**src/rtl/codeword_deserializer.sv**
```systemverilog
// Serial-to-parallel codeword assembler that launches an external decoder and
// collects its result, with completion-on-rising-edge, timeout and overrun reporting.
module codeword_deserializer #(
  parameter int N       = 64,
  parameter int K       = 40,
  parameter int TIMEOUT = 1023
) (
  input  logic         clk,
  input  logic         reset,
  input  logic         ser_in,
  input  logic         ser_valid,
  output logic         ser_ready,
  output logic [N-1:0] codeword,
  output logic         dec_start,
  input  logic         dec_done,
  input  logic [K-1:0] dec_data,
  output logic [K-1:0] data_out,
  output logic         data_valid,
  output logic         timeout,
  output logic         overrun,
  output logic [7:0]   frame_cnt
);

  localparam int BW = (N > 1) ? $clog2(N) : 1;
  localparam int WW = $clog2(TIMEOUT + 1) + 1;

  localparam logic [BW-1:0] BIT_LAST = BW'(N - 1);
  localparam logic [BW-1:0] BIT_ONE  = BW'(1);
  localparam logic [WW-1:0] WAIT_MAX = WW'(TIMEOUT);
  localparam logic [WW-1:0] WAIT_ONE = WW'(1);

  typedef enum logic [1:0] {
    ST_SHIFT  = 2'd0,
    ST_LAUNCH = 2'd1,
    ST_WAIT   = 2'd2
  } state_e;

  state_e        state_q;
  logic [BW-1:0] bit_cnt_q;
  logic [WW-1:0] wait_cnt_q;
  logic [N-1:0]  codeword_q;
  logic [K-1:0]  data_out_q;
  logic [7:0]    frame_cnt_q;
  logic          ser_ready_q;
  logic          dec_start_q;
  logic          data_valid_q;
  logic          timeout_q;
  logic          done_prev_q;
  logic          dec_rise;

  // Only a fresh low-to-high transition of dec_done counts as completion.
  assign dec_rise = dec_done & ~done_prev_q;

  // Frame FSM with registered handshake and status outputs.
  always_ff @(posedge clk or negedge reset) begin
    if (!reset) begin
      state_q      <= ST_SHIFT;
      bit_cnt_q    <= '0;
      wait_cnt_q   <= '0;
      codeword_q   <= '0;
      data_out_q   <= '0;
      frame_cnt_q  <= 8'd0;
      ser_ready_q  <= 1'b1;
      dec_start_q  <= 1'b0;
      data_valid_q <= 1'b0;
      timeout_q    <= 1'b0;
      done_prev_q  <= 1'b0;
    end else begin
      done_prev_q  <= dec_done;
      dec_start_q  <= 1'b0;
      data_valid_q <= 1'b0;
      timeout_q    <= 1'b0;
      case (state_q)
        ST_SHIFT: begin
          if (ser_valid) begin
            codeword_q <= {codeword_q[N-2:0], ser_in};
            if (bit_cnt_q == BIT_LAST) begin
              bit_cnt_q   <= '0;
              state_q     <= ST_LAUNCH;
              dec_start_q <= 1'b1;
              ser_ready_q <= 1'b0;
            end else begin
              bit_cnt_q <= bit_cnt_q + BIT_ONE;
            end
          end
        end
        ST_LAUNCH: begin
          state_q    <= ST_WAIT;
          wait_cnt_q <= '0;
        end
        ST_WAIT: begin
          // Completion is checked first so it wins over a coincident timeout.
          if (dec_rise) begin
            data_out_q   <= dec_data;
            data_valid_q <= 1'b1;
            frame_cnt_q  <= frame_cnt_q + 8'd1;
            state_q      <= ST_SHIFT;
            ser_ready_q  <= 1'b1;
          end else if (wait_cnt_q == WAIT_MAX) begin
            timeout_q   <= 1'b1;
            state_q     <= ST_SHIFT;
            ser_ready_q <= 1'b1;
          end else begin
            wait_cnt_q <= wait_cnt_q + WAIT_ONE;
          end
        end
        default: begin
          state_q     <= ST_SHIFT;
          bit_cnt_q   <= '0;
          ser_ready_q <= 1'b1;
        end
      endcase
    end
  end

  assign ser_ready  = ser_ready_q;
  assign codeword   = codeword_q;
  assign dec_start  = dec_start_q;
  assign data_out   = data_out_q;
  assign data_valid = data_valid_q;
  assign timeout    = timeout_q;
  assign frame_cnt  = frame_cnt_q;
  // A bit offered while not ready is dropped and flagged in the same cycle.
  assign overrun    = ser_valid & ~ser_ready_q;

endmodule

```
**config.mk**
```make
export PLATFORM = sky130hd
export DESIGN_NAME = codeword_deserializer
export DESIGN_NICKNAME = d
export VERILOG_FILES = /design/src/rtl/codeword_deserializer.sv
export SDC_FILE = /design/constraint.sdc
export NUM_CORES = 1
export LEC_CHECK = 0
export BUFFER_PORTS_ARGS = -buffer_cell sky130_fd_sc_hd__buf_2
export CAP_MARGIN = 15
export CORE_MARGIN = 2
export CORE_UTILIZATION = 42
export CTS_BUF_LIST = sky130_fd_sc_hd__clkbuf_16
export DETAILED_ROUTE_END_ITERATION = 6
export PLACE_DENSITY = 0.64
export SYNTH_ARGS = -nofsm -noshare
export SYNTH_HDL_FRONTEND = slang
export SYNTH_SLANG_ARGS = --single-unit
```
**constraint.sdc**
```tcl
create_clock -name clk -period 4.1 [get_ports clk]
set_input_delay 0.205 -clock clk [delete_from_list [all_inputs] [get_ports clk]]
set_output_delay 0.205 -clock clk [all_outputs]
set_load 0.005 [all_outputs]
```
==> results of run 1 <==
[synthesized netlist by cell type (2+ instances only)]
cell        n
o21ai_1    10
nand2_1   144
buf_2       9
and4_1      2
and3_1      3
mux2_1     65
o22a_1      4
o31ai_1     2
nor2_1     15
o21ai_0     2
ha_1        7
xor2_1      2
a22o_1      4
nor2b_1     2
dfrtp_1   135
a21oi_1     6
inv_2       2
xnor2_1     7
nand4_1     6
inv_1       5
nand3_1    10
clkbuf_1   10
[where the power goes]
group	leakage, nW	total, mW	internal, mW	switching (mW)
clock network	0.293	1.57	1.01	0.558
logic	1.98	0.413	0.227	0.185
registers	1.83	1.62	1.50	0.124
total	4.10	3.60	2.73	0.867
[final cells by class]
type	count	area [sq um]	share of cell area (%)
clock buffers	17	425	5.72
clock inverters	15	183	2.46
inverters	7	26.3	0.353
multi-input cells	309	1960	26.3
flip-flops and latches	136	3400	45.8
well taps	172	215	2.89
repair buffers	203	1220	16.5
[sequential cells by signal (all words and copies together) (netlist names)]
signal and cells:
codeword 64, data_out 40, wait_cnt_q 11, frame_cnt 8, bit_cnt_q 6, state_q 2, data_valid 1, dec_start 1
done_prev_q 1, ser_ready 1, timeout 1
[worst reg2reg max path: stages (launching register included)]
cell and delay, ns:
dfrtp_1 0.40, inv_1 0.11, ha_1 0.42, nand3b_1 0.12, buf_4 0.29, inv_2 0.62
nand4_1 0.21, xnor2_1 0.17
[how the worst max path moves through the flow]
stage | endpoint | slack [ns] | startpoint
CTS | frame_cnt[6] | 1.63 | state_q[0]
floorplan | wait_cnt_q[9] | 2.44 | state_q[0]
global route | frame_cnt[6] | 1.48 | state_q[0]
global placement | frame_cnt[6] | 1.74 | state_q[0]
finish | frame_cnt[6] | 1.66 | state_q[0]
detailed placement | frame_cnt[4] | 1.65 | state_q[0]
[stage by stage]
stage | instances | cell area [sq um] | worst slack (ns)
after floorplan | 472 | 5480 | 2.44
final | 859 | 7430 | 1.66
after global routing | 859 | 7430 | 1.48
after global placement | 788 | 6440 | 1.74
after CTS | 859 | 7430 | 1.63
after detailed placement | 788 | 6440 | 1.65
[cell families after synthesis]
kind of cell	after synthesis	synth area share [%]
buf+inv	27	2.19
compound gates	34	4.04
fa+ha+maj	7	1.60
mux	66	13.5
flops	136	62.2
simple gates	193	15.0
xor+xnor	9	1.44
[per-layer routing]
layer | GRT usage [%] | up-vias | share of wire, %
li1 | - | 1978 | -
met1 | 24.0 | 2050 | 47
met2 | 28.5 | 150 | 46
met3 | 4.97 | 23 | 5.5
met4 | 8.28 | 0 | 2.1
met5 | 0 | - | 0
[timing repair]
action | 4_1_cts | 5_1_grt
hold buffers | 39 | 0
endpoints found under the setup margin | 0 | 0
hold endpoints to repair | 135 | 0
==> impl_results.md, run 1 <==
- Status: finished clean
- IO Count: roughly 160
- Drt via density: between 4 and 5
- Area added between synthesis and finish: 35.7%
- # DRC: 0
- Die width: between 100 and 150 um
- DRT iter0 DRCs: approximately 190
- Core area: approximately 13000 sq um
- Final min period: approximately 2.4 ns
- Least-Margin Pin Slew: between 0.8 and 0.9 ns
- Final slew viol count: 0
- First-pass GRT wire length: just over 20000 um
- Final Hold Fails: 0
- Most frequent cells in the layout: buf_2 (160), nand2_1 (143), dfrtp_1 (135), mux2_1 (65), dlygate4sd3_1 (39)
- Period utilization: between 50% and 60%
- Vias in the first global route: between 4000 and 5000
- Clock transition at path regs: ~0.06 ns
- Most common cell after layout, fill and taps aside: buf_2
- EDFF count, synth: 0
- Post-DP HPWL: around 8000 um
- Main area contributors after synthesis: dfrtp_1 (62%), mux2_1 (13%), nand2_1 (9.9%)
- R2r endpoint: frame_cnt[6]
- Die area: between 10000 and 15000 sq um
- Diode count: 0
- Hold Path End: data_out[0]
- Core Rows: 41
- FF+latch count, synth: about 140
- Grt ovf: 0
- Worst EP arrival: between 2 and 3 ns
- Synth warn: 0
- Mapped Cells: roughly 470
- Fraction of registers with async set/reset: 100%
- Nature of the critical path endpoint: flop
- WL/cell: 14.1 um
- CP max stage cell: inv_2
- Pre-antenna DRT Iters: 4
- Clock root buffer: clkbuf_16
- CTS buffer count: 17
- Number of max-cap violations: 0
- Initial antenna violation count: 0
- Via Count: roughly 4200
- Synth area leader: dfrtp_1
- Fin nets: slightly above 700
- ANT nets after route: 0
- Worst VDD drop: 0.000188 V
- Hold slack: ~0.0094 ns
- Hold path depth: 3
- Max FO, Critical Path: 46
- Initial Util: a little over two fifths
- Avg Inst Size Synth: about 12 sq um
- Pwr dens: about 480 nW/um^2
- CP startpoint kind: flop
- Longest Clk Path Bufs: 2
- Gpl congestion: between 0.8 and 0.9
- Register area share after synthesis: between 60% and 70%
- Lkg Pwr: ~4 nW
- Layout cell share with drive strength beyond 1: 29.3%
- Critical Path Max Stage Delay: around 0.59 ns
- R2R setup slack: 1.66 ns
- GRT Overall Usage: 18.3%
- CTS tree: yes
- CP required: between 4 and 5 ns
- Dominant synthesized flop cell: dfrtp_1
- # clock sinks: 136
- Post-CTS resize count: 0
- RSZ-0062 raised after global routing: no
- CP top delay family: buffers and inverters
- Setup TNS: 0 ns
- Synthesized Nets: 524
- Critical path class: flop to flop
- HP Class: input pin to flop
- CP Buf/Inv Count: 3
- Largest net degree at the start of global routing: 100
- Clock Latency Late Sink: between 0.4 and 0.5 ns
- Crit. path cell count: 7
- Post CTS Setup Buffer Count: 0
- Worst slew margin: between 40 and 50%
- Mapped Area: 5480 sq um
- Cell depth of the worst flop-to-flop path: 7
- H-tree Lvls: 4
- PortBufs: between 150 and 200
- Crit-path cells: inv_1 -> ha_1 -> nand3b_1 -> buf_4 -> inv_2 -> nand4_1 -> xnor2_1
- DRT Wirelength: around 12000 um
- Post-synth top area share: 61.7%
- Critical R2R Launch: state_q[0]
- Hold path start: dec_data[0]
- Die height: between 100 and 150 um
- Fmax: ~0.41 GHz
- Final Core Density: between 50% and 60%
- Power, Total: 3.60 mW
- Worst clock skew: between 0.005 and 0.006 ns
- Fill count: between 1000 and 1500
- Setup violators final: 0
- Yosys cell types: 42
Power figures use the tool's default switching activity.
==> run 2, diff against run 1 <==
PLACE_DENSITY = 0.67   (was 0.64)
clock period = 2.1 ns   (was 4.1 ns; I/O delays follow)
==> impl_results.md, run 2 (synthesized netlist as in run 1, its figures left out) <==
- Die width: 118 um (unchanged)
- Die area: 14000 sq um (unchanged)
- Nature of the critical path endpoint: flop (unchanged)
- CTS buffer count: 17 (unchanged)
- Initial antenna violation count: 0 (unchanged)
- Diode count: 0 (unchanged)
- Core Rows: 41 (unchanged)
- ANT nets after route: 0 (unchanged)
- Sw Pwr: 1.65 mW (was 0.867 mW)
- HP Class: input pin to async pin (was input pin to flop)
- Cell Count Post-Placement: 792 (was 788)
- Fin nets: 735 (was 726)
- Die height: 118 um (unchanged)
- CP startpoint kind: flop (unchanged)
- Worst VDD drop: 0.000488 V (was 0.000188 V)
- Via Count: 4253 (was 4201)
- Hold slack: 0.273 ns (was 0.00942 ns)
- Pre-antenna DRT Iters: 4 (unchanged)
- Longest Clk Path Bufs: 2 (unchanged)
- Fmax: 0.528 GHz (was 0.409 GHz)
- Clock share of power: 40.9% (was 43.5%)
- Lkg Pwr: 4.13 nW (was 4.10 nW)
- Final Hold Fails: 0 (unchanged)
- Max FFs per register: 64 (unchanged)
- Clock Latency Late Sink: 0.41 ns (about the same)
- Largest net degree at the start of global routing: 77 (was 100)
- Final slew viol count: 0 (unchanged)
- CTS tree: yes (unchanged)
- Clock root buffer: clkbuf_16 (unchanged)
- Cell depth of the worst flop-to-flop path: 6 (was 7)
- Drt via density: 4.91 (was 4.89)
- CP required: 2.39 ns (was 4.39 ns)
- PortBufs: 161 (unchanged)
- Comb pwr share: 12.4% (was 11.5%)
- DRT iter0 DRCs: 219 (was 188)
- Final setup margin: 0.208 ns (was 1.66 ns)
- Post-Layout Cell Count: 867 (was 859)
- Core area: 12700 sq um (unchanged)
- Number of max-cap violations: 0 (unchanged)
- Setup TNS: 0 ns (unchanged)
- Grt ovf: 0 (unchanged)
- Status: finished clean (unchanged)
- Worst clock skew: 0.00477 ns (was 0.00596 ns)
- IO Count: 162 (unchanged)
- # DRC: 0 (unchanged)
- Post-DP HPWL: 8060 um (was 7980 um)
- Worst slew margin: 50.9% (was 40.8%)
- Initial Util: 43.2% (unchanged)
- # clock sinks: 136 (unchanged)
- RSZ-0062 raised after global routing: no (unchanged)
- Most frequent cells in the layout: buf_2 (160), nand2_1 (143), dfrtp_1 (135), mux2_1 (65), dlygate4sd3_1 (44) (was buf_2 (160), nand2_1 (143), dfrtp_1 (135), mux2_1 (65), dlygate4sd3_1 (39))
- Gpl congestion: 0.818 (was 0.800)
- Area added between synthesis and finish: 36.7% (was 35.7%)
- Layout cell share with drive strength beyond 1: 29.1% (was 29.3%)
- Most common cell after layout, fill and taps aside: buf_2 (unchanged)
- Least-Margin Pin Slew: 0.737 ns (was 0.888 ns)
- Final Core Density: 59.1% (was 58.7%)
- DP Worst Slack: 0.208 ns (was 1.65 ns)
- Clock transition at path regs: 0.06 ns (about the same)
- Sw Share: 24.5% (was 24.1%)
- Max FO, Critical Path: 11 (was 46)
- WL/cell: 14.3 um (was 14.1 um)
- Pwr dens: 899 nW/um^2 (was 484 nW/um^2)
- Critical path class: flop to flop (unchanged)
- Internal power: 5.08 mW (was 2.73 mW)
- Final min period: 1.89 ns (was 2.44 ns)
- DRT Wirelength: 12400 um (was 12100 um)
- Setup violators final: 0 (unchanged)
- H-tree Lvls: 4 (unchanged)
- Post CTS Setup Buffer Count: 0 (unchanged)
- First-pass GRT wire length: 21100 um (was 20700 um)
- Seq pwr share: 46.7% (was 45.0%)
- Period utilization: 90.1% (was 59.6%)
- GRT Overall Usage: 18.9% (was 18.3%)
- Worst EP arrival: 2.18 ns (was 2.74 ns)
- Vias in the first global route: 4347 (was 4270)
run 2: changes by cell type in the layout (fill, tap and decap cells not counted), sizes merged:
cell / before / now
dlygate4sd3: 39 / 44
buf: 164 / 168
bufinv: 4 / 2
clkinv: 8 / 9
clkinvlp: 2 / 1
inv: 8 / 9
run 2: final cells by class:
cell class	count	area, sq um
Clock buffer	17	425
Clock inverter	14	118
Fill cell	1045	5180
Inverter	7	26.3
Multi-Input combinational cell	309	1960
Sequential cell	136	3400
Tap cell	172	215
Timing Repair Buffer	212	1340
run 2: what timing repair did:
action                                  in CTS  in global routing
hold buffers                                44                  0
endpoints found under the setup margin       0                  1
endpoints found under the hold margin      178                  0
resized for setup                            0                  1
run 2: through the flow:
step / cell area [sq um] / total power [mW]
6_report: 7490 / 6.73
5_1_grt: 7490 / 7.07
4_1_cts: 7480 / 6.81
3_5_place_dp: 6500 / 3.96
3_3_place_gp: 6500 / 3.92
2_1_floorplan: 5480 / 3.49
run 2: power by group through the flow:
stage / sequential (mW) / combinational (mW) / clock (mW)
after floorplan: 3.17 / 0.320 / 0
after global placement: 3.17 / 0.754 / 0
after detailed placement: 3.19 / 0.779 / 0
after CTS: 3.15 / 0.847 / 2.81
after global routing: 3.20 / 0.924 / 2.95
final: 3.14 / 0.833 / 2.75
run 2: critical path, cell delays in order, from the launching register on:
cell	delay, ns
dfrtp_1	0.44
ha_1	0.24
nand4_1	0.21
nor4_4	0.29
a21o_1	0.39
o21ai_1	0.12
o41ai_1	0.08
run 2: worst paths after layout:
path                                     from            end  slack, ns
worst max-delay path            wait_cnt_q[0]  wait_cnt_q[9]       0.21
worst min-delay path                    reset   codeword[50]       0.27
worst max register to register  wait_cnt_q[0]  wait_cnt_q[9]       0.21
worst min register to register    data_out[5]    data_out[5]       0.47
max in group asynchronous               reset   data_out[21]       1.16
min in group clk                     dec_done    done_prev_q       0.39
run 2: layer usage:
metal,track usage [%],routed length [um],up-vias
met5,0,0,-
met4,7.91,304,0
met3,6.08,752,29
met2,30.3,5840,159
met1,23.5,5520,2065
li1,-,-,2000
